--- src/rtl/mem_arbiter.sv ---
// mem_arbiter: round-robin arbiter that shares one PicoRV32-native memory slave between two masters.
// Define MEM_ARB_TIMEOUT_EN to compile in the slave-hang timeout (TIMEOUT_CYCLES, sticky timeout_err).
module mem_arbiter #(
    parameter int unsigned TIMEOUT_CYCLES = 64
) (
    input  logic        clk,
    input  logic        reset_n,
    input  logic        m0_mem_valid,
    input  logic        m0_mem_instr,
    input  logic [31:0] m0_mem_addr,
    input  logic [31:0] m0_mem_wdata,
    input  logic [3:0]  m0_mem_wstrb,
    output logic        m0_mem_ready,
    output logic [31:0] m0_mem_rdata,
    input  logic        m1_mem_valid,
    input  logic        m1_mem_instr,
    input  logic [31:0] m1_mem_addr,
    input  logic [31:0] m1_mem_wdata,
    input  logic [3:0]  m1_mem_wstrb,
    output logic        m1_mem_ready,
    output logic [31:0] m1_mem_rdata,
    output logic        s_mem_valid,
    output logic        s_mem_instr,
    output logic [31:0] s_mem_addr,
    output logic [31:0] s_mem_wdata,
    output logic [3:0]  s_mem_wstrb,
    input  logic        s_mem_ready,
    input  logic [31:0] s_mem_rdata,
    output logic [1:0]  grant,
    output logic        timeout_err
);

    if (TIMEOUT_CYCLES < 2 || TIMEOUT_CYCLES > 65535) begin : g_bad_timeout
        $error("mem_arbiter: TIMEOUT_CYCLES must be within 2..65535");
    end

    typedef enum logic [1:0] {
        IDLE   = 2'd0,
        GRANT0 = 2'd1,
        GRANT1 = 2'd2
    } state_t;

    state_t state;
    logic   last;
    logic   sel0;
    logic   sel1;
    logic   own_valid;
    logic   timeout_hit;

    assign sel0      = (state == GRANT0);
    assign sel1      = (state == GRANT1);
    assign own_valid = (sel0 & m0_mem_valid) | (sel1 & m1_mem_valid);

`ifdef MEM_ARB_TIMEOUT_EN
    logic [15:0] wait_cnt;
    logic        timeout_q;

    assign timeout_hit = (sel0 | sel1) & ~s_mem_ready & (wait_cnt == 16'(TIMEOUT_CYCLES - 1));
    assign timeout_err = timeout_q;

    // Counter is held at zero while idle, so it starts from zero on every grant.
    always_ff @(posedge clk or negedge reset_n) begin
        if (!reset_n) begin
            wait_cnt  <= '0;
            timeout_q <= 1'b0;
        end else begin
            if (state == IDLE)
                wait_cnt <= '0;
            else if (!s_mem_ready)
                wait_cnt <= wait_cnt + 16'd1;
            if (timeout_hit)
                timeout_q <= 1'b1;
        end
    end
`else
    assign timeout_hit = 1'b0;
    assign timeout_err = 1'b0;
`endif

    always_comb begin
        s_mem_valid = 1'b0;
        s_mem_instr = 1'b0;
        s_mem_addr  = '0;
        s_mem_wdata = '0;
        s_mem_wstrb = '0;
        if (sel0) begin
            s_mem_valid = m0_mem_valid;
            s_mem_instr = m0_mem_instr;
            s_mem_addr  = m0_mem_addr;
            s_mem_wdata = m0_mem_wdata;
            s_mem_wstrb = m0_mem_wstrb;
        end else if (sel1) begin
            s_mem_valid = m1_mem_valid;
            s_mem_instr = m1_mem_instr;
            s_mem_addr  = m1_mem_addr;
            s_mem_wdata = m1_mem_wdata;
            s_mem_wstrb = m1_mem_wstrb;
        end
        // A timed-out request is withdrawn from the slave in the same cycle it is answered.
        if (timeout_hit)
            s_mem_valid = 1'b0;
    end

    assign m0_mem_ready = sel0 & (s_mem_ready | timeout_hit);
    assign m1_mem_ready = sel1 & (s_mem_ready | timeout_hit);
    assign m0_mem_rdata = !sel0 ? '0 : (timeout_hit ? 32'hDEADBEEF : s_mem_rdata);
    assign m1_mem_rdata = !sel1 ? '0 : (timeout_hit ? 32'hDEADBEEF : s_mem_rdata);

    always_ff @(posedge clk or negedge reset_n) begin
        if (!reset_n) begin
            state <= IDLE;
            last  <= 1'b1;
            grant <= '0;
        end else begin
            case (state)
                IDLE: begin
                    // On a tie the master that was not served last wins.
                    if (m0_mem_valid && (!m1_mem_valid || last)) begin
                        state <= GRANT0;
                        grant <= 2'b01;
                        last  <= 1'b0;
                    end else if (m1_mem_valid) begin
                        state <= GRANT1;
                        grant <= 2'b10;
                        last  <= 1'b1;
                    end
                end
                GRANT0, GRANT1: begin
                    if (s_mem_ready || timeout_hit || !own_valid) begin
                        state <= IDLE;
                        grant <= '0;
                    end
                end
                default: begin
                    state <= IDLE;
                    grant <= '0;
                end
            endcase
        end
    end

endmodule
--- config.mk ---
export PLATFORM = sky130hd
export DESIGN_NAME = mem_arbiter
export DESIGN_NICKNAME = d
export VERILOG_FILES = /design/src/rtl/mem_arbiter.sv
export SDC_FILE = /design/constraint.sdc
export NUM_CORES = 1
export LEC_CHECK = 0
export ABC_AREA = 1
export ABC_CLOCK_PERIOD_IN_PS = 1600
export CAP_MARGIN = 20
export CORE_AREA = 2 2 122 124
export CTS_BUF_LIST = sky130_fd_sc_hd__clkbuf_4 sky130_fd_sc_hd__clkbuf_8 sky130_fd_sc_hd__clkbuf_16
export DETAILED_ROUTE_END_ITERATION = 6
export DIE_AREA = 0 0 124 126
export PLACE_DENSITY = 0.55
export SYNTH_ARGS = -nofsm -noshare
export SYNTH_HDL_FRONTEND = slang
export SYNTH_SLANG_ARGS = --single-unit
--- constraint.sdc ---
create_clock -name clk -period 1.6 [get_ports clk]
set_input_delay 0.4 -clock clk [delete_from_list [all_inputs] [get_ports clk]]
set_output_delay 0.4 -clock clk [all_outputs]
set_load 0.1 [all_outputs]
==> reports/results.ini <==
[power_and_ir_drop]
power.density_nw_per_um2 = 2280
cellLeakagePower_nw = 3.70
vdd_drop_max_v = 0.00150

[detailed_routing]
firstDrtPassIters = 4
wl_per_cell_um = 18.0
ant_nets = 0
drc = 0
wl_mm = 16.8
drt_iter0_drc = 75
via_count = 3919
via_per_inst = 4.20

[timing]
skew_ns = 0.000735
finalHoldViolCount = 0
fin_crit_ns = 2.14
setup_viol = 138
fin_tns_setup_ns = -66.64
fin_crit_sh_pct = 134
fin_ws_ns = -0.540
fmax_mhz = 467
slew_viol_final = 0
rsz0062_at_grt = true

[grt]
grt.overflow.total = 0
grt_pass1_wl_mm = 23.1
grt_max_degree = 24
grt_pass1_vias = 4221
grt_usage_pct = 19.1
antenna_found_initial = 0

[setup_path]
r2r-start = state[1]
path_cells = buf_6 -> ha_4 -> buf_4 -> clkbuf_16 -> nand2_2 -> clkinvlp_4 -> buf_12
required_ns = 1.20
cp-start-kind = flip-flop
cp-startpoint = state[1]
cp_max_fo = 8
path_class = flip-flop to primary output
arrival_ns = 1.74
crit_path_end_kind = primary output
slowest_delay_ns = 0.49
crit_path_top_delay_cell = dfrtp_4

[clock_network]
tritoncts = done
clock_tree.buffer_depth = 2
clk_latency_ns = 0.23
cts_buffers = 3
cts.sinks = 3
cts-root-buf = clkbuf_16
htreeDepth = 1
clk_pin_slew_ns = 0.03
ctsHoldBuffers = 0

[die]
coreArea_um2 = 14300
row_count = 44
die_w_um = 124
initial_core_util_pct = 12.6
io_pins = 314
die_area_um2 = 15600
die_h_um = 126

[yosys]
synth_top_area_share_pct = 45.2
syn_area_per_cell_um2 = 4.46
synthCells = 404
syn_area_um2 = 1800
synth_xor_area_share_pct = 0
synth_top_family_by_area = simple AND/OR/NAND/NOR gates
synthAdderAreaFrac_pct = 2.08
synth_warnings = 0
synth-seq-cells = 3
synth_fp_nets = 582
yosys.area.top_type = nand2_1
yosysUniqueCellTypes = 16
synth_compound_area_share_pct = 0.556
ys_seq_area_share_pct = 4.24
synth_area_leaders = nand2_1, nand3_1, inv_1
yosys.area_share.simple_pct = 65.7
synthMuxAreaShare_pct = 0

[final_layout]
final_common_cell = clkdlybuf4s50_1
n_antenna_cell = 0
fin_nets = 928
final_util_pct = 67.7
drive_gt1_share_pct = 68.5
multiInputGateArea_um2 = 3130
fill_cells = 1064
seq_area_um2 = 83.8
final_cell_mix = clkdlybuf4s50_1, buf_12, nand2_4
syn2layout_area_growth_pct = 438

[placement]
gp_congestion = 0.896
dp_slack_ns = -0.301
io_buffers = 312
place_hpwl_mm = 11.5

[worst_hold_path]
hp-class = primary input to asynchronous set/reset pin

[job]
max-cap-violations = 0

[outcome]
status = complete, but fails checks
violations = setup timing

-- metrics by stage --
| step | std cells | instance area [um2] | hold slack [ns] | total power [mW] |
|---|---|---|---|---|
| 2_1_floorplan | 404 | 3260 | 0.104 | 12.3 |
| 6_report | 933 | 9690 | 0.360 | 22.1 |
| 3_3_place_gp | 895 | 8060 | 0.580 | 18.6 |
| 4_1_cts | 926 | 9170 | 0.353 | 21.3 |
| 3_5_place_dp | 895 | 8060 | 0.589 | 18.7 |
| 5_1_grt | 933 | 9690 | 0.366 | 22.8 |
-- registers in the layout (all words and copies together) (netlist names) --
register and flops:
state 2, last 1
-- worst paths after layout --
check / end / slack, ns / cells after the start
max: m1_mem_rdata[7] / -0.54 / 7
min: state[1] / 0.36 / 1
max reg2reg: state[1] / -0.13 / 11
min reg2reg: last / 0.60 / 3
max in group asynchronous: last / 1.02 / 1
min in group clk: last / 0.60 / 3
-- power breakdown --
group | switching [mW] | total (mW) | internal [mW]
combinational | 13.3 | 21.5 | 8.16
sequential | 0.0432 | 0.177 | 0.134
clock | 0.0861 | 0.433 | 0.347
-- worst max-delay path: cells and delay by family (launching register included) --
kind	cells	cell delay [ns]
buf+inv	5	0.72
fa+ha+maj	1	0.19
simple gates	1	0.08
flops	1	0.49
-- layout make-up --
type / instances / share of cell area [%]
inverter: 73 / 5.49
sequential: 3 / 0.866
timing repair buffer: 372 / 58.1
tap: 184 / 2.38
multi-input combinational: 297 / 32.3
clock buffer: 4 / 0.853
-- cell families (layout without fill, tap and decap cells) --
group	count (synthesis)	in the layout
buffers and inverters	104	449
AND/OR/NAND/NOR	291	291
other	1	1
adder cells (fa/ha/maj)	3	3
flip-flops	3	3
AO/OA/AOI/OAI	2	2
-- synth_stat cells (all sizes together) --
| cell | instances |
|---|---|
| or2 | 1 |
| inv | 73 |
| buf | 31 |
| nor2 | 3 |
| dfrtp | 2 |
| nand3 | 69 |
| dfstp | 1 |
| o21ai | 1 |
| nand4 | 1 |
| a21oi | 1 |
| nand2 | 217 |
| ha | 3 |
| conb | 1 |
-- per-layer routing --
metal / up-vias / part of all wire [%] / track usage [%]
li1: 1900 / - / -
met1: 1830 / 35 / 20.5
met2: 177 / 55 / 37.3
met3: 12 / 8.7 / 4.98
met4: 0 / 1.1 / 2.71
met5: - / 0 / 0
-- repair_timing --
item,CTS,global route
gates cloned,14,10
buffers inserted,13,3
setup endpoints to repair,138,138
hold endpoints to repair,0,0
resized for setup,113,74
pin swaps,7,19
(Power assumes the default switching activity.)
